### config.mk
export PLATFORM = sky130hd
export DESIGN_NAME = truth_table_sweeper
export DESIGN_NICKNAME = d
export VERILOG_FILES = /design/src/rtl/truth_table_sweeper.sv
export SDC_FILE = /design/constraint.sdc
export NUM_CORES = 1
export LEC_CHECK = 0
export BUFFER_PORTS_ARGS = -buffer_cell sky130_fd_sc_hd__buf_2
export CAP_MARGIN = 15
export CORE_ASPECT_RATIO = 1.1
export CORE_MARGIN = 10
export CORE_UTILIZATION = 54
export CTS_CLUSTER_SIZE = 8
export DETAILED_ROUTE_END_ITERATION = 12
export PLACE_DENSITY = 0.77
export SYNTH_ARGS = -nofsm -noshare
export SYNTH_HDL_FRONTEND = slang
export SYNTH_SLANG_ARGS = --single-unit
export TNS_END_PERCENT = 1
### constraint.sdc
create_clock -name clk_i -period 3.35 [get_ports clk_i]
set_clock_uncertainty 0.2 [all_clocks]
set_input_delay 0.335 -clock clk_i [delete_from_list [all_inputs] [get_ports clk_i]]
set_output_delay 0.335 -clock clk_i [all_outputs]
set_load 0.02 [all_outputs]
### src/rtl/truth_table_sweeper.sv
// truth_table_sweeper: drives a 3-input CUT through rows 000..111 and
// captures the single output into an 8-bit truth-table code. The output
// for row r lands in code bit (7-r), so row 000 is the MSB.
module truth_table_sweeper #(
  parameter int unsigned SETTLE_CYCLES = 4
) (
  input  logic       clk_i,
  input  logic       rst_i,
  input  logic       start_i,
  input  logic       abort_i,
  input  logic [7:0] expected_i,
  input  logic       cut_out_i,
  output logic       in1_o,
  output logic       in2_o,
  output logic       in3_o,
  output logic       busy_o,
  output logic       done_o,
  output logic [7:0] table_o,
  output logic       match_o,
  output logic       unstable_o
);

  typedef enum logic [2:0] {
    IDLE,
    SETTLE,
    SAMP1,
    SAMP2,
    DONE
  } state_e;

  localparam logic [7:0] LAST_CNT = 8'(SETTLE_CYCLES - 1);

  state_e     state_q, state_d;
  logic [2:0] row_q, row_d;
  logic [7:0] cnt_q, cnt_d;
  logic [7:0] scratch_q, scratch_d;
  logic       s1_q, s1_d;
  logic       sticky_q, sticky_d;
  logic       done_q, done_d;
  logic [7:0] table_q, table_d;
  logic       match_q, match_d;
  logic       unstable_q, unstable_d;
  logic       sync1_q, sync2_q;

  // Two-flop synchroniser for the asynchronous CUT output.
  always_ff @(posedge clk_i or posedge rst_i) begin
    if (rst_i) begin
      sync1_q <= 1'b0;
      sync2_q <= 1'b0;
    end else begin
      sync1_q <= cut_out_i;
      sync2_q <= sync1_q;
    end
  end

  // State and result registers.
  always_ff @(posedge clk_i or posedge rst_i) begin
    if (rst_i) begin
      state_q    <= IDLE;
      row_q      <= '0;
      cnt_q      <= '0;
      scratch_q  <= '0;
      s1_q       <= 1'b0;
      sticky_q   <= 1'b0;
      done_q     <= 1'b0;
      table_q    <= '0;
      match_q    <= 1'b0;
      unstable_q <= 1'b0;
    end else begin
      state_q    <= state_d;
      row_q      <= row_d;
      cnt_q      <= cnt_d;
      scratch_q  <= scratch_d;
      s1_q       <= s1_d;
      sticky_q   <= sticky_d;
      done_q     <= done_d;
      table_q    <= table_d;
      match_q    <= match_d;
      unstable_q <= unstable_d;
    end
  end

  // Sweep sequencing: settle, double-sample, advance row, publish result.
  always_comb begin
    state_d    = state_q;
    row_d      = row_q;
    cnt_d      = cnt_q;
    scratch_d  = scratch_q;
    s1_d       = s1_q;
    sticky_d   = sticky_q;
    done_d     = 1'b0;
    table_d    = table_q;
    match_d    = match_q;
    unstable_d = unstable_q;

    unique case (state_q)
      IDLE: begin
        row_d = '0;
        if (start_i) begin
          scratch_d = '0;
          sticky_d  = 1'b0;
          cnt_d     = '0;
          state_d   = SETTLE;
        end
      end
      SETTLE: begin
        if (abort_i) begin
          row_d   = '0;
          state_d = IDLE;
        end else begin
          cnt_d = cnt_q + 8'd1;
          if (cnt_q == LAST_CNT) state_d = SAMP1;
        end
      end
      SAMP1: begin
        if (abort_i) begin
          row_d   = '0;
          state_d = IDLE;
        end else begin
          s1_d    = sync2_q;
          state_d = SAMP2;
        end
      end
      SAMP2: begin
        if (abort_i) begin
          row_d   = '0;
          state_d = IDLE;
        end else begin
          // ~row equals 7-row for a 3-bit row index.
          scratch_d[~row_q] = sync2_q;
          if (sync2_q != s1_q) sticky_d = 1'b1;
          if (row_q == 3'd7) begin
            state_d = DONE;
          end else begin
            row_d   = row_q + 3'd1;
            cnt_d   = '0;
            state_d = SETTLE;
          end
        end
      end
      DONE: begin
        table_d    = scratch_q;
        match_d    = (scratch_q == expected_i);
        unstable_d = sticky_q;
        done_d     = 1'b1;
        row_d      = '0;
        state_d    = IDLE;
      end
      default: begin
        row_d   = '0;
        state_d = IDLE;
      end
    endcase
  end

  assign in1_o      = row_q[2];
  assign in2_o      = row_q[1];
  assign in3_o      = row_q[0];
  assign busy_o     = (state_q != IDLE);
  assign done_o     = done_q;
  assign table_o    = table_q;
  assign match_o    = match_q;
  assign unstable_o = unstable_q;

endmodule

==> PnR_summary.wiki <==
{| class="wikitable"
! Metric !! Value
|-
| GRT Residual Overflow || 0
|-
| Clock latency on the worst-skew pair || 0.35 ns
|-
| Design internal power || about 0.63 mW
|-
| Biggest fanout along the worst timing path || 13
|-
| Wire length of the first global-routing pass || 6580 um
|-
| Number of violations reported at the end of detailed-routing iteration 0 || 90
|-
| Data arrival at the endpoint of the critical path || 2.64 ns
|-
| Detailed Route WL || 3920 um
|-
| Highest attainable clock frequency || 383 MHz
|-
| Total number of vias || 1471
|-
| Run status || complete, no violations
|-
| Post-synth EDFFs || 0
|-
| Antenna-violating nets left || 0
|-
| Vias in the first global route || 1419
|-
| Boundary Pins || 28
|-
| Clock power share || 0.252
|-
| Maximum number of pins on one net before global-route repair || 38
|-
| Share of power burned in registers || 0.556
|-
| Mean number of vias per cell || 5.75
|-
| Startpoint of the lowest-slack hold path || abort_i
|-
| Last weighted congestion value of the routability-driven placer || 0.902
|-
| Biggest area consumer among synthesized cells || dfrtp_1
|-
| Maximum capacitance violations || 0
|-
| Share of cells above drive strength 1 || 0.236
|-
| CP Data Required Time || 3.38 ns
|-
| Postcts setup bufs || 0
|-
| Buffers from clock root to sink, at most || 2
|-
| Detailed-route DRC error count || 0
|-
| Clock buffer count from CTS || 5
|-
| Critical path capture point type || flip-flop
|-
| Resized Gates After CTS || 0
|-
| CP startpoint kind || flip-flop
|-
| Post-synthesis instance area || 0.00186 mm^2
|-
| Source of the worst register-to-register timing path || row_q[0]
|-
| Net total in the final layout || 223
|-
| All-layer global routing usage || 0.130
|-
| Top-area cell type share of the netlist area || 0.498
|-
| Number of storage elements in the synthesis netlist || 37
|-
| Count of clock tree sinks || 37
|-
| Final Core Density || 0.633
|-
| H-tree level count || 2
|-
| Port bufs || 27
|-
| Tightest Hold Check Type || in2reg
|-
| Area of placed instances || ~0.0020 mm^2
|-
| Die Y-Extent || 81.6 um
|-
| Area of the core || 0.00333 mm^2
|-
| End of the worst hold path || row_q[1]
|-
| Setup slack of the most critical reg-to-reg path || 0.74 ns
|-
| Number of hold buffers added after cts || 2
|-
| Top cells by count, synth || dfrtp_1, o21ai_0, a31oi_1, mux2_2
|-
| Number of warnings issued by yosys || 0
|-
| Fin. Hold Viols || 0
|-
| Area contributors post-synth || dfrtp_1, mux2_2, o21ai_0
|-
| Sequential element share of the synthesized area || 0.498
|-
| Switching Power || 0.305 mW
|-
| Post-synthesis area per instance || approximately 10 um^2
|-
| Setup-violating endpoint count in the final report || 0
|-
| Cell count of the worst reg-to-reg path || 6
|-
| Async set-or-reset flop fraction in the synthesized netlist || 1.00
|-
| Worst-margin pin slew || 0.774 ns
|-
| Antenna violations before repair || 0
|-
| VDD IR-drop max || 277 uV
|-
| Number of diodes || 0
|-
| Post-layout min period || ~2.6 ns
|-
| CTS tree || yes
|-
| Most numerous cell in the Yosys netlist || dfrtp_1
|-
| Count of distinct cell types in the synthesized netlist || 41
|-
| Total instance count after detailed placement || 246
|-
| Die Area || 0.00620 mm^2
|-
| Detail Placement HPWL || 2940 um
|-
| Worst reg2reg endpoint || cnt_q[3]
|-
| Register clock-pin slew on the reported worst setup and hold paths || 0.12 ns
|-
| Combinational Power Share || 0.192
|-
| Start-to-end type of the worst setup path || reg2reg
|-
| Syn-to-layout area delta || 13.2%
|-
| Number of core rows || 22
|-
| PD cells || 446 mW/mm^2
|-
| Worst-case headroom to the max-slew limit || 0.481
|-
| Horizontal die dimension || 76.0 um
|-
| Max-slew violation count || 0
|-
| Cell depth of the worst hold path || 2
|-
| Number of instances in the synthesized netlist || 179
|-
| Fin cells || roughly 260
|-
| Post-layout instance area || 0.00211 mm^2
|-
| Wirelength per Cell || 15.3 um
|-
| Starting density of the core || 0.559
|-
| Pleak || about 1.0 nW
|-
| Switching share of power || 0.325
|-
| RSZ-0062 raised after global routing || no
|-
| Count of TritonRoute iterations in the first routing pass || 4
|-
| CTS Root Buffer Type || clkbuf_4
|-
| Fin crit share || 0.779
|-
| Final TNS setup || 0 ns
|-
| Most used DFF post-synth || dfrtp_1
|-
| Net count of the mapped netlist || 195
|}
[sequential cells by signal (all words and copies together) (netlist names)]
name and cells:
scratch_q 8, sync2_q 1, state_q 3, s1_q 1
cnt_q 8, sticky_q 1, unstable_o 1, match_o 1
done_o 1, row_q 3, sync1_q 1, table_o 8
[through the flow]
step	power [mW]	hold slack, ns	setup slack (ns)
floorplan	0.656	0.131	1.16
global placement	0.698	0.138	1.02
detailed placement	0.709	0.145	0.806
CTS	0.946	0.0597	0.770
global route	1.00	0.0631	0.516
finish	0.940	0.0739	0.741
[layer usage]
metal / global-route usage / routed length [um] / up-vias
li1: - / - / 721
met1: 0.154 / 1780 / 705
met2: 0.219 / 1890 / 38
met3: 0.0338 / 177 / 7
met4: 0.0644 / 70 / 0
met5: 0 / 0 / -
[worst max-delay path, cell delays in order, from the launching register on]
cell     delay [ns]
dfrtp_1        0.57
ha_1           0.23
ha_1           0.26
nand2_1        0.08
a31oi_1        0.62
o21ai_0        0.26
a22o_1         0.26
[area by class of cell]
class / instances / area [um^2]
Tap cell: 48 / 60.1
Clock buffer: 5 / 37.5
Timing Repair Buffer: 30 / 163
Multi-Input combinational cell: 127 / 876
Clock inverter: 3 / 22.5
Inverter: 6 / 22.5
Fill cell: 276 / 1220
Sequential cell: 37 / 926
[worst max path at each step]
stage / startpoint / cells after the start / slack (ns) / end
after floorplan: row_q[1] / 6 / 1.16 / cnt_q[7]
after global placement: row_q[0] / 6 / 1.02 / cnt_q[3]
after detailed placement: row_q[0] / 6 / 0.81 / cnt_q[3]
after CTS: row_q[0] / 6 / 0.77 / cnt_q[3]
after global routing: row_q[0] / 6 / 0.52 / cnt_q[3]
final: row_q[0] / 6 / 0.74 / cnt_q[3]
[cells in the final DEF, fill, tap and decap left out, types with 3 or more instances in the layout]
master and count:
a31oi_1 11, buf_2 27, clkbuf_4 5, dfrtp_1 37
ha_1 3, inv_1 6, mux2_2 11, nand2_1 7
nand2b_1 5, nand3_1 6, nand3b_1 3, nor2_1 6
nor3_1 3, nor4_1 5, o21ai_0 23, o31ai_1 8
xor2_1 8
[power groups by stage]
stage,Clock (mW),Sequential (mW),Combinational (mW)
5_1_grt,0.268,0.530,0.205
2_1_floorplan,0,0.508,0.147
3_5_place_dp,0,0.531,0.178
3_3_place_gp,0,0.527,0.172
4_1_cts,0.243,0.522,0.181
6_report,0.237,0.523,0.181
[logic make-up (layout without fill, tap and decap cells)]
logic type | after synthesis | in the layout | share of synthesized area
flops | 37 | 37 | 0.498
buf+inv | 15 | 44 | 0.0316
simple gates | 50 | 50 | 0.157
compound gates | 53 | 53 | 0.179
fa+ha+maj | 3 | 3 | 0.0202
xor+xnor | 9 | 9 | 0.0424
mux | 12 | 12 | 0.0720
Note: power is estimated with default switching activity, not from simulation.
